File: src/rtl/shared_pkg.sv
// rtl/shared_pkg.sv - shared types, widths and frame helper for the SPI master controller
//  Purpose: command/state encodings and the frame-word builder used by spi_master_ctrl.
package shared_pkg;

    localparam int SPI_FRAME_W = 10;
    localparam int SPI_DATA_W  = 8;

    typedef enum logic [1:0] {
        WR_ADDR = 2'b00,
        WR_DATA = 2'b01,
        RD_ADDR = 2'b10,
        RD_DATA = 2'b11
    } spi_cmd_e;

    typedef enum logic [2:0] {
        M_IDLE,
        M_CMD,
        M_SHIFT,
        M_TURN,
        M_RECV,
        M_GAP
    } spi_mstate_e;

    // Read-data carries no payload; zeros go out so the slave sees a clean frame.
    function automatic logic [SPI_FRAME_W-1:0] spi_frame_word(
        input logic [1:0]            op,
        input logic [SPI_DATA_W-1:0] data
    );
        return {op, (op == RD_DATA) ? {SPI_DATA_W{1'b0}} : data};
    endfunction

endpackage

File: src/rtl/spi_master_shreg.sv
// rtl/spi_master_shreg.sv - frame shift-out and reply shift-in registers for the SPI master
//  Purpose: holds the outgoing frame word and collects the incoming MISO byte.
//  Ports:
//   clk, rst_n   clock, asynchronous active-low reset
//   load         capture load_word (start of frame), clears the receive bits
//   load_word    10-bit frame word {op, payload}
//   shift_out    advance the frame word by one bit (MSB first)
//   shift_in     append miso to the receive bits
//   miso         serial input from the slave
//   tx_bit       current frame MSB
//   rx_next      receive byte including the miso bit of this cycle
module spi_master_shreg
    import shared_pkg::*;
(
    input  logic                   clk,
    input  logic                   rst_n,
    input  logic                   load,
    input  logic [SPI_FRAME_W-1:0] load_word,
    input  logic                   shift_out,
    input  logic                   shift_in,
    input  logic                   miso,
    output logic                   tx_bit,
    output logic [SPI_DATA_W-1:0]  rx_next
);

    logic [SPI_FRAME_W-1:0] tx_q;
    // Only seven received bits need storing: the eighth comes straight from
    // miso on the final sample, so rx_next is the complete byte at that edge.
    logic [SPI_DATA_W-2:0]  rx_q;

    assign tx_bit  = tx_q[SPI_FRAME_W-1];
    assign rx_next = {rx_q, miso};

    always_ff @(posedge clk or negedge rst_n) begin
        if (!rst_n) begin
            tx_q <= '0;
            rx_q <= '0;
        end else begin
            if (load) begin
                tx_q <= load_word;
            end else if (shift_out) begin
                tx_q <= {tx_q[SPI_FRAME_W-2:0], 1'b0};
            end
            if (load) begin
                rx_q <= '0;
            end else if (shift_in) begin
                rx_q <= rx_next[SPI_DATA_W-2:0];
            end
        end
    end

endmodule

File: src/rtl/spi_master_ctrl.sv
// rtl/spi_master_ctrl.sv - host-side SPI master serialising command frames and collecting read replies
//  Purpose: accepts {cmd_op, cmd_data} requests, drives SS_n/MOSI frames, returns read-data bytes.
//  Parameters: TURN_CYCLES (1..16) turnaround before MISO sampling, GAP_CYCLES (1..16) SS_n high time.
//  Ports:
//   clk, rst_n             clock, asynchronous active-low reset
//   cmd_valid/cmd_ready    request handshake; ready only while idle
//   cmd_op, cmd_data       2-bit command and 8-bit payload
//   resp_valid, resp_data  one-cycle pulse with the received read-data byte
//   busy                   frame or inter-frame gap in progress
//   SS_n, MOSI, MISO       SPI slave select, serial out, serial in (MSB first)
module spi_master_ctrl
    import shared_pkg::*;
#(
    parameter int TURN_CYCLES = 2,
    parameter int GAP_CYCLES  = 1
)(
    input  logic       clk,
    input  logic       rst_n,
    input  logic       cmd_valid,
    output logic       cmd_ready,
    input  logic [1:0] cmd_op,
    input  logic [7:0] cmd_data,
    output logic       resp_valid,
    output logic [7:0] resp_data,
    output logic       busy,
    output logic       SS_n,
    output logic       MOSI,
    input  logic       MISO
);

    localparam logic [3:0] SHIFT_LAST = 4'(SPI_FRAME_W - 1);
    localparam logic [3:0] RECV_LAST  = 4'(SPI_DATA_W - 1);
    localparam logic [3:0] TURN_LAST  = 4'(TURN_CYCLES - 1);
    localparam logic [3:0] GAP_LAST   = 4'(GAP_CYCLES - 1);

    spi_mstate_e           state_q, state_d;
    logic [3:0]            cnt_q, cnt_d;
    logic [1:0]            op_q;
    logic                  accept;
    logic                  shift_out;
    logic                  shift_in;
    logic                  tx_bit;
    logic [SPI_DATA_W-1:0] rx_next;
    logic                  ss_n_d;
    logic                  mosi_d;
    logic                  resp_valid_d;

    assign accept    = cmd_valid && cmd_ready;
    // The CMD cycle repeats W[9], so the first shift happens leaving CMD;
    // the last SHIFT cycle has nothing left to advance.
    assign shift_out = (state_q == M_CMD) || ((state_q == M_SHIFT) && (cnt_q != SHIFT_LAST));
    assign shift_in  = (state_q == M_RECV);

    spi_master_shreg u_shreg (
        .clk       (clk),
        .rst_n     (rst_n),
        .load      (accept),
        .load_word (spi_frame_word(cmd_op, cmd_data)),
        .shift_out (shift_out),
        .shift_in  (shift_in),
        .miso      (MISO),
        .tx_bit    (tx_bit),
        .rx_next   (rx_next)
    );

    always_comb begin
        state_d      = state_q;
        cnt_d        = 4'd0;
        ss_n_d       = 1'b1;
        mosi_d       = 1'b0;
        resp_valid_d = 1'b0;

        case (state_q)
            M_IDLE:  if (accept) state_d = M_CMD;
            M_CMD:   state_d = M_SHIFT;
            M_SHIFT: if (cnt_q == SHIFT_LAST) state_d = (op_q == RD_DATA) ? M_TURN : M_GAP;
            M_TURN:  if (cnt_q == TURN_LAST) state_d = M_RECV;
            M_RECV:  if (cnt_q == RECV_LAST) state_d = M_GAP;
            M_GAP:   if (cnt_q == GAP_LAST) state_d = M_IDLE;
            default: state_d = M_IDLE;
        endcase

        // One counter serves every timed state; it restarts on each state change.
        if ((state_d == state_q) && (state_q != M_IDLE)) begin
            cnt_d = cnt_q + 4'd1;
        end

        // Outputs are registered from the next state so they line up with it.
        ss_n_d = (state_d == M_IDLE) || (state_d == M_GAP);
        if (accept) begin
            mosi_d = cmd_op[1];
        end else if (shift_out) begin
            mosi_d = tx_bit;
        end
        resp_valid_d = (state_q == M_RECV) && (state_d == M_GAP);
    end

    always_ff @(posedge clk or negedge rst_n) begin
        if (!rst_n) begin
            state_q    <= M_IDLE;
            cnt_q      <= 4'd0;
            op_q       <= 2'b00;
            SS_n       <= 1'b1;
            MOSI       <= 1'b0;
            cmd_ready  <= 1'b1;
            busy       <= 1'b0;
            resp_valid <= 1'b0;
            resp_data  <= 8'h00;
        end else begin
            state_q    <= state_d;
            cnt_q      <= cnt_d;
            SS_n       <= ss_n_d;
            MOSI       <= mosi_d;
            cmd_ready  <= (state_d == M_IDLE);
            busy       <= (state_d != M_IDLE);
            resp_valid <= resp_valid_d;
            if (accept) begin
                op_q <= cmd_op;
            end
            if (resp_valid_d) begin
                resp_data <= rx_next;
            end
        end
    end

    a_ss_high_idle_gap: assert property (@(posedge clk) disable iff (!rst_n)
        ((state_q == M_IDLE) || (state_q == M_GAP)) |-> SS_n);

    a_resp_after_recv: assert property (@(posedge clk) disable iff (!rst_n)
        resp_valid |-> (($past(state_q) == M_RECV) && (state_q == M_GAP)));

    a_ready_not_busy: assert property (@(posedge clk) disable iff (!rst_n)
        cmd_ready |-> !busy);

endmodule

File: config.mk
export PLATFORM = sky130hd
export DESIGN_NAME = spi_master_ctrl
export DESIGN_NICKNAME = d
export VERILOG_FILES = /design/src/rtl/shared_pkg.sv /design/src/rtl/spi_master_shreg.sv /design/src/rtl/spi_master_ctrl.sv
export SDC_FILE = /design/constraint.sdc
export NUM_CORES = 1
export LEC_CHECK = 0
export ABC_AREA = 1
export CAP_MARGIN = 5
export CORE_MARGIN = 2
export CORE_UTILIZATION = 53
export CTS_CLUSTER_DIAMETER = 50
export DETAILED_ROUTE_END_ITERATION = 8
export PLACE_DENSITY = 0.78
export SETUP_SLACK_MARGIN = 0.3
export SYNTH_ARGS = -nofsm -noshare
export SYNTH_HDL_FRONTEND = slang
export SYNTH_HIERARCHICAL = 1
export SYNTH_SLANG_ARGS = --single-unit
File: constraint.sdc
create_clock -name clk -period 1.9 [get_ports clk]
set_input_delay 0.19 -clock clk [delete_from_list [all_inputs] [get_ports clk]]
set_output_delay 0.19 -clock clk [all_outputs]
set_load 0.1 [all_outputs]
* After elaboration in Yosys (flattened, before gate mapping)
Cells that the tools add are included.
Widths: inputs -> output; s select.
** Operators by class
- Add/subtract/negate cells :: 1
- Equal/unequal tests :: 13
- Mux-type cells :: 15
- Reductions and logical operators :: 13
** Operator list (count)
- $mux 10 :: 2
- $mux 3 :: 6
- $pmux 3 s6 :: 1
- $mux 7 :: 2
- $eq 3x3->1 const B :: 3
- $mux 8 :: 1
- $eq 3x2->1 const B :: 2
- $logic_not 3->1 :: 2
- $reduce_bool 3->1 :: 2
- $add 4x1->4 const B :: 1
- $eq 2x2->1 const B :: 2
- $eq 4x1->1 const B :: 1
- $eq 4x3->1 const B :: 1
- $eq 4x4->1 const B :: 1
- $logic_and 1x1->1 :: 4
- $logic_not 4->1 :: 1
- $mux 4 :: 1
- $ne 4x4->1 const B :: 1
- $reduce_bool 2->1 :: 2
- $eq 3x1->1 const B :: 1
- $eq 3x3->1 :: 1
- $logic_or 1x1->1 :: 2
- $mux 1 :: 2
** Word-level totals
- Flip-flop bits (word level) :: 39
- Input bits :: 14
- Output and inout port bits :: 13
- Word-level logic and storage cells :: 53

* Depth between registers and ports, before layout
- Depth after elaboration :: 7
- Gate-level depth with buffers :: 10
- Gate-level depth less buffers :: 10

* Modules after synthesis
The synthesis kept the hierarchy.
** By module, submodules not included
- spi_master_ctrl :: times used 1, cells each 138, area each 1082.3 sq um, sequential area each 553.0 sq um
- spi_master_shreg :: times used 1, cells each 85, area each 738.2 sq um, sequential area each 425.4 sq um

* Least setup slack after synthesis
Ideal clock, no wire load.
- Path type :: register to register
- Start point :: register cmd_ready
- End point :: register cnt_q[0]
- Setup time :: 121 ps
- Arrival time :: 1645 ps
- Required time :: 1779 ps
- Slack :: 133 ps
- Cell stages (with the launch flop) :: 10
- Path buffers :: 0
- Clock period less this slack :: 1767 ps
- Cells stage by stage :: dfstp_2 -> nand2_1 -> inv_1 -> nand3_1 -> nand2_1 -> nor2_2 -> nand2_2 -> nand2_2 -> nand4_2 -> nor2_1
** On the way
- Cells in the longest elaborated chain, start to end :: 6
** Ends and longest elaborated chain
- start, declared :: line spi_master_ctrl.sv:20 : output logic cmd_ready,
- start signal, assigned :: line spi_master_ctrl.sv:114 : cmd_ready <= (state_d == M_IDLE);
- $logic_and 1x1->1 :: line spi_master_ctrl.sv:48 : assign accept = cmd_valid && cmd_ready;
- via accept :: line spi_master_ctrl.sv:39 : logic accept;
- $mux 3 :: line spi_master_ctrl.sv:74 : M_IDLE: if (accept) state_d = M_CMD;
- $pmux 3 s6 :: line spi_master_ctrl.sv:73 : case (state_q)
- via state_d[0] :: line spi_master_ctrl.sv:36 : spi_mstate_e state_q, state_d;
- $eq 3x3->1 :: line spi_master_ctrl.sv:84 : if ((state_d == state_q) && (state_q != M_IDLE)) begin
- $logic_and 1x1->1 :: line spi_master_ctrl.sv:84
- $mux 4 :: line spi_master_ctrl.sv:84
- via cnt_d[0] :: line spi_master_ctrl.sv:37 : logic [3:0] cnt_q, cnt_d;
- end signal, assigned :: line spi_master_ctrl.sv:111 : cnt_q <= cnt_d;
- end, declared :: line spi_master_ctrl.sv:37
The timed path passes the listed nets, and every way through them passes these cells.
A chain may end at the register's enable or synchronous reset.

* Worst setup path after layout
- Start point :: register state_q[0]
- End point :: register u_shreg.tx_q[5]
** On the way
- Cells in the longest elaborated chain, start to end :: 4
- Elaborated cells between the ends (all ways) :: 5
- Classes of those cells :: eq/ne (2); reduce/logical (3)
** Ends and longest elaborated chain
- start, declared :: line spi_master_ctrl.sv:36
- start signal, assigned :: line spi_master_ctrl.sv:110 : state_q <= state_d;
- $eq 3x2->1 :: line spi_master_ctrl.sv:51 : assign shift_out = (state_q == M_CMD) || ((state_q == M_SHIFT) && (cnt_q != SHIFT_LAST));
- $logic_and 1x1->1 :: line spi_master_ctrl.sv:51
- $logic_or 1x1->1 (*) :: line spi_master_ctrl.sv:51
- via shift_out :: line spi_master_ctrl.sv:40 : logic shift_out;
- $reduce_bool 2->1 (no line) (*)
- end signal, assigned :: line spi_master_shreg.sv:40 : tx_q <= load_word;
- end signal, assigned :: line spi_master_shreg.sv:42 : tx_q <= {tx_q[SPI_FRAME_W-2:0], 1'b0};
- end, declared :: line spi_master_shreg.sv:26 : logic [SPI_FRAME_W-1:0] tx_q;
Mark *: on every way through the listed nets, which the timed path passes. The rest lies on a longest branch.

==> flow_summary.yaml <==
detailed_routing:
  detailedRoute.firstPassIterationCount: 4
  final_antenna_net_count: 0
  wl_per_cell_um: 11.3
  drtIter0Drc: 76
  viasPerCell: 4.85
  wl_mm: 3.47
  drc: 0
  route.vias.total: 1489
layout:
  area.growth.synth_to_final_pct: 26.8
  antenna_cells_inserted: 0
  drive_above_1_share_pct: 21.1
  layout.core_utilization_pct: 69.7
  layout.filler_cells: 275
  final-seq-area_um2: 983
  finish.net_count: 277
  multi_input_comb_area_um2: 751
die:
  initial_core_util_pct: 55.0
  die-height_um: 62.6
  die_width_um: 62.6
  core_footprint_um2: 3310
  pin_count: 27
  fp-row-count: 21
  die-area_um2: 3920
setup_path:
  worstPathCellList: "inv_1, nand3_1, inv_1, a21o_1, buf_4, nand3_1, nand3_1"
  critPathTopFamily: "buffers and inverters"
  start_kind: "register"
  timing_worst_setup_path_type: "reg2reg"
  worstSetupPathDepth: 7
  timing.critical_path.fanout_max: 10
  worst_r2r_path_depth: 7
  timing.critical_path.slowest_cell_delay_ns: 0.45
  timing.critical_path.to_type: "register"
  reg2reg_setup_slack_ns: 0.35
  required_time_reported_for_the_critical_path_endpoint_ns: 2.19
  path_buf_inv: 3
  crit-reg2reg-launch: "state_q[0]"
  arr_time_crit_path_ns: 1.83
  crit_start: "state_q[0]"
  endpoint: "u_shreg/tx_q[5]"
  rr_endpoint: "u_shreg/tx_q[5]"
  slowest_stage: "sky130_fd_sc_hd__dfrtp_1"
  crit_top_cell: "sky130_fd_sc_hd__nand3_1"
cts:
  tritoncts: "done"
  clk_path_buf_depth: 2
  clock_tree.htree_level_count: 2
  clk_pin_slew_ns: 0.11
  clkLatencyLatePin_ns: 0.35
  cts_buffers: 5
  clock_tree_root_buffer_cell: "sky130_fd_sc_hd__clkbuf_4"
  clkSinkCount: 39
timing:
  hold_viol: 0
  final_worst_path_cycle_share_pct: 81.5
  timing.setup.tns_ns: 0
  maxSlewHeadroom_pct: 71.8
  timing.final.max_slew_violations: 0
  timing.clock.skew_ns: 0.0130
  min_period_ns: 1.55
  fmaxAchievable_mhz: 646
  setup_viol: 0
  grt_setup_unrepaired: "yes"
  timing_worst_slew_pin_value_ns: 0.422
status:
  result_of_the_run: "complete, no violations"
synth:
  post_synth_inst_count: 223
  ys_seq_elements: 39
  ys_types: 23
  syn-mean-instance-area_um2: 8.16
  synthesis.yosys.warnings: 6
  synth.yosys.seq_area_share_pct: 53.7
  synth.cell_area_um2: 1820
  mappedNetlistNets: 240
grt:
  pin_count_of_the_biggest_net_entering_global_routing: 18
  grt.met2_usage_pct: 31.9
  number_of_antenna_violations_at_the_first_check_in_global_routing: 0
  globalRouteMet3Util_pct: 6.67
  top_usage_layer: "met2"
  grt_overflow: 0
  first_global_vias: 1387
  first_pass_grt_wire_length_mm: 5.94
  globalRouteMet1Util_pct: 23.6
  grtUsageTotal_pct: 19.3
placement:
  final_hpwl_from_detailed_placement_mm: 2.46
  port-buffer-count: 26
  final_weighted_congestion_of_routability_driven_global_placement: 0.850
min_path:
  min_path_type: "in2async"
job:
  cap_violations: 0
pwr:
  vdd_ir_drop_max_v: 0.000678
  power_density_nw_per_um2: 1390
  power.leakage_nw: 1.23
==> registers in the layout, indices dropped and copies added, names as in the netlist <==
register	flops
u_shreg/tx_q	10
resp_data	8
u_shreg/rx_q	7
cnt_q	4
state_q	3
op_q	2
MOSI	1
SS_n	1
busy	1
cmd_ready	1
resp_valid	1
==> power by group <==
| part | leakage [nW] | total, mW | switching [mW] | internal, mW |
|---|---|---|---|---|
| combinational | 0.666 | 1.34 | 0.911 | 0.433 |
| sequential | 0.510 | 1.19 | 0.138 | 1.05 |
| clock | 0.0514 | 0.679 | 0.270 | 0.409 |
==> cells in the mapped netlist <==
master                      n  area share, %
sky130_fd_sc_hd__a21o_1     1           0.41
sky130_fd_sc_hd__dfstp_2    2            2.9
sky130_fd_sc_hd__nand4_2    1           0.69
sky130_fd_sc_hd__o31ai_1    1           0.41
sky130_fd_sc_hd__nor2_4     1           0.62
sky130_fd_sc_hd__nand2_2    2           0.69
sky130_fd_sc_hd__nand3b_1   1           0.41
sky130_fd_sc_hd__o21ai_0    2           0.55
sky130_fd_sc_hd__nand3_1   34            9.3
sky130_fd_sc_hd__buf_4      3            1.2
sky130_fd_sc_hd__a21oi_1    1           0.27
sky130_fd_sc_hd__nand2_1   80             16
sky130_fd_sc_hd__xnor2_1    1           0.48
sky130_fd_sc_hd__nor2_1    20            4.1
sky130_fd_sc_hd__dfrtp_1   37             51
sky130_fd_sc_hd__nor3_1     1           0.27
sky130_fd_sc_hd__ha_1       3            2.1
sky130_fd_sc_hd__buf_2      1           0.27
sky130_fd_sc_hd__inv_1     24            4.9
sky130_fd_sc_hd__buf_6      2            1.2
sky130_fd_sc_hd__xor2_1     1           0.48
sky130_fd_sc_hd__nor2_2     3            1.0
sky130_fd_sc_hd__inv_2      1           0.21
==> cells in the final DEF, fill, tap and decap left out, types with 2 or more instances in the layout <==
| cell | instances |
|---|---|
| sky130_fd_sc_hd__clkbuf_4 | 5 |
| sky130_fd_sc_hd__ha_1 | 2 |
| sky130_fd_sc_hd__nor2_1 | 14 |
| sky130_fd_sc_hd__clkdlybuf4s50_1 | 12 |
| sky130_fd_sc_hd__dfrtp_1 | 36 |
| sky130_fd_sc_hd__nand3_1 | 31 |
| sky130_fd_sc_hd__inv_1 | 23 |
| sky130_fd_sc_hd__bufinv_16 | 2 |
| sky130_fd_sc_hd__nand2_1 | 79 |
| sky130_fd_sc_hd__nand2_2 | 3 |
| sky130_fd_sc_hd__nor2_4 | 2 |
| sky130_fd_sc_hd__nor2_2 | 8 |
| sky130_fd_sc_hd__nand3_2 | 3 |
| sky130_fd_sc_hd__buf_4 | 21 |
==> cells by family (layout without fill, tap and decap cells) <==
family / count (synthesis) / after routing / synth area share [%]
AO/OA/AOI/OAI: 5 / 5 / 1.65
XOR/XNOR: 2 / 2 / 0.962
adder cells (fa/ha/maj): 3 / 3 / 2.06
AND/OR/NAND/NOR: 143 / 143 / 33.7
buffers and inverters: 31 / 69 / 7.90
flip-flops: 39 / 39 / 53.7
==> routing by layer <==
layer	part of all wire [%]	routed length, um
met4	0.55	19
met5	0	0
met3	5.6	194
met2	50	1740
met1	44	1520
==> repair_timing <==
action	in CTS	in global routing
endpoints found under the setup margin	5	23
hold buffers	1	0
buffers inserted	0	5
pin swaps	0	3
cloned	0	0
endpoints found under the hold margin	11	0
resized for setup	2	16
==> area by class of cell <==
class	count	share of cell area, %
repair buffers	36	13.6
clock inverters	3	2.93
flip-flops and latches	39	42.6
multi-input cells	153	32.5
inverters	25	4.28
well taps	46	2.49
clock buffers	5	1.63
==> how the worst min path moves through the flow <==
stage / startpoint / endpoint / slack (ns) / cells after the start
CTS: rst_n / cnt_q[0] / 0.23 / 2
global placement: rst_n / cnt_q[1] / 0.08 / 1
detailed placement: rst_n / cnt_q[0] / 0.09 / 1
finish: rst_n / u_shreg/tx_q[6] / 0.24 / 2
global route: rst_n / cnt_q[0] / 0.25 / 2
floorplan: rst_n / MOSI / -0.11 / 0
==> worst reg2reg max path: stages (launching register included) <==
cell and delay, ns:
sky130_fd_sc_hd__dfrtp_1 0.45, sky130_fd_sc_hd__inv_1 0.15, sky130_fd_sc_hd__nand3_1 0.16, sky130_fd_sc_hd__inv_1 0.13, sky130_fd_sc_hd__a21o_1 0.18, sky130_fd_sc_hd__buf_4 0.19, sky130_fd_sc_hd__nand3_1 0.11, sky130_fd_sc_hd__nand3_1 0.12
==> per-stage QoR <==
stage          power, mW  worst slack (ns)  hold slack, ns  instance area [um^2]  std cells
2_1_floorplan       2.11             0.349          -0.106                  1830        223
3_3_place_gp        2.36             0.293          0.0824                  2100        293
3_5_place_dp        2.39             0.251          0.0860                  2100        293
4_1_cts             3.09             0.316           0.234                  2220        302
5_1_grt             3.40             0.276           0.247                  2310        307
6_report            3.21             0.352           0.243                  2310        307
Note: power is estimated with default switching activity, not from simulation.
